<file path="src/rtl/auth_responder.sv">
// auth_responder: USB Type-C Authentication request decoder and response builder
module auth_responder #(
  parameter int CHUNK_BYTES  = 32,
  parameter int CERT_LEN     = 512,
  parameter int CERT_AW      = 10,
  parameter int SIGN_TIMEOUT = 1000,
  localparam int PAYLOAD_W   = 8 * CHUNK_BYTES
) (
  input  logic                 clk,
  input  logic                 reset,
  input  logic                 req_valid,
  output logic                 req_ready,
  input  logic [31:0]          req_header,
  input  logic [PAYLOAD_W-1:0] req_payload,
  input  logic [3:0]           slot_mask,
  input  logic [255:0]         digest_in,
  output logic                 cert_rd_en,
  output logic [CERT_AW+1:0]   cert_addr,
  input  logic [7:0]           cert_rd_data,
  output logic                 sign_req,
  output logic [255:0]         sign_nonce,
  input  logic                 sign_done,
  input  logic [PAYLOAD_W-1:0] sign_data,
  output logic                 resp_valid,
  input  logic                 resp_ready,
  output logic [31:0]          resp_header,
  output logic [PAYLOAD_W-1:0] resp_payload,
  output logic [15:0]          resp_len
);
  localparam int CW = $clog2(CHUNK_BYTES) + 1;
  localparam int TW = $clog2(SIGN_TIMEOUT + 1);
  localparam logic [2:0] IDLE      = 3'd0;
  localparam logic [2:0] DECODE    = 3'd1;
  localparam logic [2:0] CERT_RD   = 3'd2;
  localparam logic [2:0] CHAL_WAIT = 3'd3;
  localparam logic [2:0] SEND      = 3'd4;
  logic [2:0]    state;
  logic [7:0]    ver_q, type_q;
  logic [1:0]    slot_q;
  logic [15:0]   off_q, len_q;
  logic [CW-1:0] n_q, rd_cnt;
  logic [TW-1:0] timer;
  logic [15:0]   rem, lim, n_w;
  logic          is_dig, is_cert, is_chal, err_ver, err_req;
  logic [7:0]    slot8;
  // Requested chunk is clipped by the chunk size and by what is left of the chain.
  assign rem     = 16'(CERT_LEN) - off_q;
  assign lim     = (len_q < 16'(CHUNK_BYTES)) ? len_q : 16'(CHUNK_BYTES);
  assign n_w     = (lim < rem) ? lim : rem;
  assign is_dig  = type_q == 8'h81;
  assign is_cert = type_q == 8'h82;
  assign is_chal = type_q == 8'h83;
  assign slot8   = {6'd0, slot_q};
  assign err_ver = ver_q != 8'h01;
  assign err_req = !(is_dig || is_cert || is_chal) ||
                   ((is_cert || is_chal) && !slot_mask[slot_q]) ||
                   (is_cert && (len_q == 16'd0 || off_q >= 16'(CERT_LEN)));
  assign req_ready  = state == IDLE;
  assign cert_rd_en = (state == CERT_RD) && (rd_cnt != n_q);
  assign cert_addr  = cert_rd_en ? {slot_q, off_q[CERT_AW-1:0] + CERT_AW'(rd_cnt)} : '0;
  // Request/response sequencing; ROM bytes land one cycle after their read strobe.
  always_ff @(posedge clk or negedge reset) begin
    if (!reset) begin
      state        <= IDLE;
      ver_q        <= '0;
      type_q       <= '0;
      slot_q       <= '0;
      off_q        <= '0;
      len_q        <= '0;
      n_q          <= '0;
      rd_cnt       <= '0;
      timer        <= '0;
      sign_req     <= 1'b0;
      sign_nonce   <= '0;
      resp_valid   <= 1'b0;
      resp_header  <= '0;
      resp_payload <= '0;
      resp_len     <= '0;
    end else begin
      case (state)
        IDLE: if (req_valid) begin
          ver_q  <= req_header[7:0];
          type_q <= req_header[15:8];
          slot_q <= req_header[17:16];
          off_q  <= req_payload[15:0];
          len_q  <= req_payload[31:16];
          if (req_header[15:8] == 8'h83) sign_nonce <= req_payload[255:0];
          state  <= DECODE;
        end
        DECODE: begin
          rd_cnt <= '0;
          timer  <= TW'(1);
          resp_payload <= '0;
          if (err_ver || err_req) begin
            resp_header <= {8'h00, err_ver ? 8'h02 : 8'h01, 8'h7F, 8'h01};
            resp_len    <= '0;
            resp_valid  <= 1'b1;
            state       <= SEND;
          end else if (is_dig) begin
            resp_header         <= {4'd0, slot_mask, 8'h00, 8'h01, 8'h01};
            resp_payload[255:0] <= digest_in;
            resp_len            <= 16'd32;
            resp_valid          <= 1'b1;
            state               <= SEND;
          end else if (is_cert) begin
            n_q   <= n_w[CW-1:0];
            state <= CERT_RD;
          end else begin
            sign_req <= 1'b1;
            state    <= CHAL_WAIT;
          end
        end
        CERT_RD: begin
          if (rd_cnt != '0) resp_payload[8*(int'(rd_cnt)-1) +: 8] <= cert_rd_data;
          if (rd_cnt == n_q) begin
            resp_header <= {8'h00, slot8, 8'h02, 8'h01};
            resp_len    <= 16'(n_q);
            resp_valid  <= 1'b1;
            state       <= SEND;
          end else begin
            rd_cnt <= rd_cnt + 1'b1;
          end
        end
        CHAL_WAIT: begin
          sign_req <= 1'b0;
          timer    <= timer + 1'b1;
          if (sign_done) begin
            resp_header  <= {8'h00, slot8, 8'h03, 8'h01};
            resp_payload <= sign_data;
            resp_len     <= 16'(CHUNK_BYTES);
            resp_valid   <= 1'b1;
            state        <= SEND;
          end else if (timer == TW'(SIGN_TIMEOUT)) begin
            resp_header  <= 32'h0004_7F01;
            resp_payload <= '0;
            resp_len     <= '0;
            resp_valid   <= 1'b1;
            state        <= SEND;
          end
        end
        SEND: if (resp_ready) begin
          resp_valid <= 1'b0;
          state      <= IDLE;
        end
        default: state <= IDLE;
      endcase
    end
  end
endmodule
</file>
<file path="config.mk">
export PLATFORM = sky130hd
export DESIGN_NAME = auth_responder
export DESIGN_NICKNAME = d
export VERILOG_FILES = /design/src/rtl/auth_responder.sv
export SDC_FILE = /design/constraint.sdc
export NUM_CORES = 1
export LEC_CHECK = 0
export ABC_CLOCK_PERIOD_IN_PS = 5800
export CORE_AREA = 4 4 533 535
export CTS_BUF_LIST = sky130_fd_sc_hd__clkbuf_16
export CTS_CLUSTER_SIZE = 25
export DETAILED_ROUTE_END_ITERATION = 10
export DIE_AREA = 0 0 537 539
export PLACE_DENSITY = 0.39
export SLEW_MARGIN = 15
export SYNTH_ARGS = -nofsm -noshare
export SYNTH_HDL_FRONTEND = slang
export SYNTH_SLANG_ARGS = --single-unit
</file>
<file path="constraint.sdc">
create_clock -name clk -period 5.8 [get_ports clk]
set_input_delay 0.87 -clock clk [delete_from_list [all_inputs] [get_ports clk]]
set_output_delay 0.87 -clock clk [all_outputs]
set_load 0.005 [all_outputs]
</file>
== Word-level counts from Yosys, hierarchy flattened ==
Index checks and enable logic that the tools add are counted.

* Input bits: 817
* Word-level logic and storage cells: 127
* Output and inout bits: 576
* Register bits after elaboration: 637

* Bitwise logic cells: 2
* Shift-type cells: 2
* Reductions and logical operators: 28
* Muxes and demuxes: 48
* Equal/unequal tests: 22
* $add $sub $neg: 6
* Order comparisons: 4

{| class="wikitable"
|+ Operator list
! kind !! number
|-
| $mux 256 || 5
|-
| $pmux 256 s3 || 1
|-
| $bwmux 256 || 1
|-
| $shift 8x33->256 const A || 1
|-
| $shiftx 8x33->256 || 1
|-
| $mux 32 || 5
|-
| $mux 16 || 6
|-
| $pmux 32 s3 || 1
|-
| $pmux 16 s3 || 1
|-
| $neg 10->33 || 1
|-
| $eq 8x8->1 const B || 4
|-
| $mux 3 || 7
|-
| $pmux 10 s2 || 1
|-
| $ge 16x10->1 const B || 1
|-
| $logic_not 16->1 || 1
|-
| $lt 16x16->1 || 1
|-
| $lt 16x6->1 const B || 1
|-
| $reduce_and 4->1 || 4
|-
| $sub 10x16->16 const A || 1
|-
| $pmux 3 s5 || 1
|-
| $mux 12 || 1
|-
| $mux 6 || 2
|-
| $ne 2x2->1 const B || 6
|-
| $pmux 6 s2 || 1
|-
| other kinds (31) || 57
|}

== Longest topological paths before layout ==
* Depth after elaboration: 9
* Mapped depth: 20
* Mapped depth without buffers: 15

== Worst setup path after synthesis ==
No wires, ideal clock.

* Path type: register -> register
* Start point: reg rd_cnt[0]
* End point: reg resp_payload[144]
* Arrival: 3901 ps
* Period minus slack after synthesis: 4027 ps
* Buffers on the path: 4
* Stages on the path, launching flop included: 15
* Path slack: 1773 ps
* Cells stage by stage: dfrtp_1 -> buf_2 -> inv_1 -> ha_1 -> clkbuf_1 -> and2_1 -> clkbuf_1 -> nand3_1 -> ha_1 -> or4_1 -> a211o_1 -> nor3_2 -> buf_2 -> a31oi_1 -> a221o_1

* Word-level cells in the longest chain between the ends: 6

{| class="wikitable"
|+ RTL lines
! what !! RTL line !! text
|-
| start: declaration || 41 || <nowiki>logic [CW-1:0] n_q, rd_cnt;</nowiki>
|-
| start signal: assignment || 121 || <nowiki>rd_cnt <= rd_cnt + 1'b1;</nowiki>
|-
| $sub 6x1->7 || 114 || <nowiki>if (rd_cnt != '0) resp_payload[8*(int'(rd_cnt)-1) +: 8] <= cert_rd_data;</nowiki>
|-
| $neg 10->33 || 114 ||
|-
| $shiftx 8x33->256 / $shift 8x33->256 (equally long branches) || 114 ||
|-
| $bwmux 256 || 114 ||
|-
| $mux 256 || 114 ||
|-
| $pmux 256 s3 || 80 || <nowiki>case (state)</nowiki>
|-
| end signal: assignment || 101 || <nowiki>resp_payload[255:0] <= digest_in;</nowiki>
|-
| end signal: indexed assignment || 114 ||
|-
| end signal: assignment || 129 || <nowiki>resp_payload <= sign_data;</nowiki>
|-
| end: declaration || 27 || <nowiki>output logic [PAYLOAD_W-1:0] resp_payload,</nowiki>
|}

Several ways; a longest one is shown, not always the timed one. The select of a mux whose other input is x is not followed.
A chain may end at the register's enable or synchronous reset.

== Final worst setup path ==
* Start point: reg rd_cnt[1]
* End point: reg resp_payload[124]

The elaborated chain is that of the path after synthesis.

==> flow_summary.json <==
{
  "yosysTopAreaCell": "dfrtp_1",
  "switching_share_pct": 35.41,
  "rsz0062_at_grt": "no",
  "hp-class": "input port to asynchronous set/reset pin",
  "status": "finished clean",
  "skew_ns": 0.06286,
  "setup-tns-final_ns": 0,
  "worst-path-buf-inv": 4,
  "setup_viol": 0,
  "multi_input_area_mm2": 0.01406,
  "area_growth_pct": 71.61,
  "postCtsSetupRepairBufs": 0,
  "placeableCoreArea_mm2": 0.2789,
  "crit_required_ns": 6.50,
  "syn_area_mm2": 0.02990,
  "grt_pass1_wl_um": 322400,
  "final_common_cell": "clkdlybuf4s50_1",
  "power_frac_clock_pct": 27.9,
  "yosys_warnings": 0,
  "cts_root_buf": "clkbuf_16",
  "cts_buffer_depth": 4,
  "ant_nets": 0,
  "hold_viol": 0,
  "gp_congestion": 0.8713,
  "wirelength_um": 254200,
  "leakage_nw": 20.51,
  "clock_latency_ns": 0.80,
  "pwr-share-comb_pct": 38.3,
  "grtUsageMet2_pct": 30.95,
  "critical_path.top_delay_family": "simple AND/OR/NAND/NOR gates",
  "overflow": 0,
  "async_flop_share_pct": 100.0,
  "end_kind": "register",
  "period_share_pct": 91.97,
  "reg2reg_depth": 17,
  "cts-htree-levels": 3,
  "die_w_um": 537,
  "slowest_delay_ns": 0.57,
  "fmax_mhz": 187.5,
  "wl_per_cell_um": 32.11,
  "synth_top_area_share_pct": 50.71,
  "syn_inst": 2757,
  "relSlewSlack_pct": 23.80,
  "synth.distinct_cells": 73,
  "cts_hold_buf": 0,
  "grt.total_usage_pct": 16.74,
  "start_util_pct": 10.72,
  "worstMarginPinSlew_ns": 1.138,
  "internal_power_mw": 12.18,
  "period_minus_slack_ns": 5.335,
  "busiest_layer": "met2",
  "crit_path_start_kind": "register",
  "vias": 30328,
  "die_h_um": 539,
  "io-pin-count": 1393,
  "cp_max_fo": 21,
  "drive_above_1_share_pct": 14.51,
  "final_nets": 4942,
  "cts_tree": "yes",
  "ys_seq_area_share_pct": 50.71,
  "antenna_found_initial": 155,
  "seqPwrFrac_pct": 33.8,
  "post_cts_resized": 0,
  "dpl.hpwl_um": 210600,
  "p_per_area_mw_per_mm2": 367.4,
  "register_area_mm2": 0.01516,
  "drc_errors": 0,
  "final_max_slew_viol_count": 0,
  "fp-row-count": 194,
  "portBuffers": 1351,
  "fillCellCount": 30719,
  "cap_violations": 0,
  "dr.pass1.iters": 8,
  "grt_pass1_vias": 30729,
  "peakVddDrop_mv": 0.2908,
  "gr-usage-met1_pct": 17.18,
  "worstPathArrival_ns": 6.03,
  "critPathSlowestCell": "nor2_1",
  "r2r_slack_ns": 0.47,
  "drt-initial-drc-count": 2254,
  "p_sw_mw": 6.675,
  "vias_per_cell": 3.831,
  "yosys_register_bits": 606,
  "gr-usage-met3_pct": 6.788,
  "path_cells": "inv_1 > ha_1 > nor3_1 > a21oi_1 > o21ai_0 > nand3_1 > inv_1 > ha_1 > buf_4 > nor4b_1 > a2bb2oi_1 > a211o_1 > nor2_4 > buf_4 > nand3_1 > nor2_1 > a221o_1",
  "dieArea_mm2": 0.2894,
  "synth_area_leaders": "dfrtp_1 (51%), mux2_2 (12%), a221o_1 (6.5%)",
  "grt_max_degree": 159,
  "r2r_start": "rd_cnt[1]",
  "synth-main-ff-cell": "dfrtp_1",
  "cts.reportedPaths.clkPinSlew_ns": 0.06,
  "cts.sinks": 606,
  "critical_path.reg2reg.endpoint": "resp_payload[124]",
  "synth-edff-count": 0,
  "timing.hold.ws_ns": 0.08152,
  "critPathKind": "register to register",
  "synth_area_per_cell_um2": 10.85,
  "layout_common_cells": "clkdlybuf4s50_1 (1,350), dfrtp_1 (606), nor2_1 (488)",
  "numCtsBuffers": 89
}
layout make-up:
| class | count | area share [%] |
|---|---|---|
| clock buffer | 90 | 4.389 |
| antenna | 36 | 0.1755 |
| clock inverter | 68 | 0.9192 |
| sequential | 606 | 29.55 |
| inverter | 21 | 0.1536 |
| multi-input combinational | 1916 | 27.41 |
| tap | 3724 | 9.079 |
| timing repair buffer | 1455 | 28.33 |
per-stage QoR:
stage                     instance area, µm²  power, mW  std cells  setup WS, ns  utilization, %
final                                  51320      18.85       7916        0.4655           18.40
after global routing                   51280      19.98       7902       0.08327           18.39
after CTS                              51220      19.21       7879        0.3484           18.37
after detailed placement               48500      13.76       7721        0.3918           17.39
after global placement                 48440      13.67       7719        0.3991           17.37
after floorplan                        30040      9.293       2793         1.773               -
state kept, by name (all words and copies together), names as in the netlist:
register      flops
rd_cnt            6
slot_q            2
timer            10
sign_nonce      256
sign_req          1
ver_q             8
resp_len          6
len_q            16
resp_payload    256
n_q               6
type_q            8
state             3
off_q            16
resp_valid        1
resp_header      11
routing by layer:
metal	wire length, µm	up-vias	share of wire [%]
met4	7704	104	3.0
met1	88250	15171	35
li1	-	13054	-
met5	702	-	0.28
met2	132400	1580	52
met3	25120	419	9.9
kinds of logic after synthesis:
kind of cell             after synthesis  share of synthesized area, %
other                                  1                       0.01254
AO/OA/AOI/OAI                        692                         19.10
AND/OR/NAND/NOR                      791                         11.41
adder cells (fa/ha/maj)               37                         1.565
flip-flops                           606                         50.71
XOR/XNOR                              40                         1.268
buffers and inverters                271                         3.908
multiplexers                         319                         12.03
worst max path at each step:
stage,from,to,slack (ns),cells past startpoint
global placement,rd_cnt[1],resp_payload[60],0.40,16
finish,rd_cnt[1],resp_payload[124],0.47,17
global route,rd_cnt[1],resp_payload[124],0.08,17
floorplan,rd_cnt[0],resp_payload[144],1.77,14
detailed placement,rd_cnt[1],resp_payload[123],0.39,17
CTS,rd_cnt[1],resp_payload[124],0.35,17
synthesized netlist by cell type (all sizes together), types with 3 or more instances:
master	count
dfrtp	606
nor2	494
mux2	313
a221oi	194
a221o	193
clkbuf	171
nand2	115
o21ai	94
buf	79
nor3	53
a211o	37
ha	35
a21oi	31
a22oi	26
nand3	24
o211ai	24
xor2	23
a2bb2oi	21
inv	21
a31oi	20
nand2b	18
and2	17
nor2b	16
xnor2	16
nand4	13
nor4	12
a22o	11
a21o	8
a32oi	6
and3	6
mux2i	5
a41oi	4
nor4b	4
or3	4
a211oi	3
nor3b	3
or2	3
power groups by stage:
stage / Combinational [mW] / Sequential, mW / Clock, mW
6_report: 7.22 / 6.37 / 5.26
5_1_grt: 7.81 / 6.53 / 5.64
4_1_cts: 7.34 / 6.38 / 5.49
3_5_place_dp: 7.32 / 6.43 / 0
3_3_place_gp: 7.27 / 6.40 / 0
2_1_floorplan: 3.11 / 6.19 / 0
No activity file was read; power rests on OpenSTA's default activity.
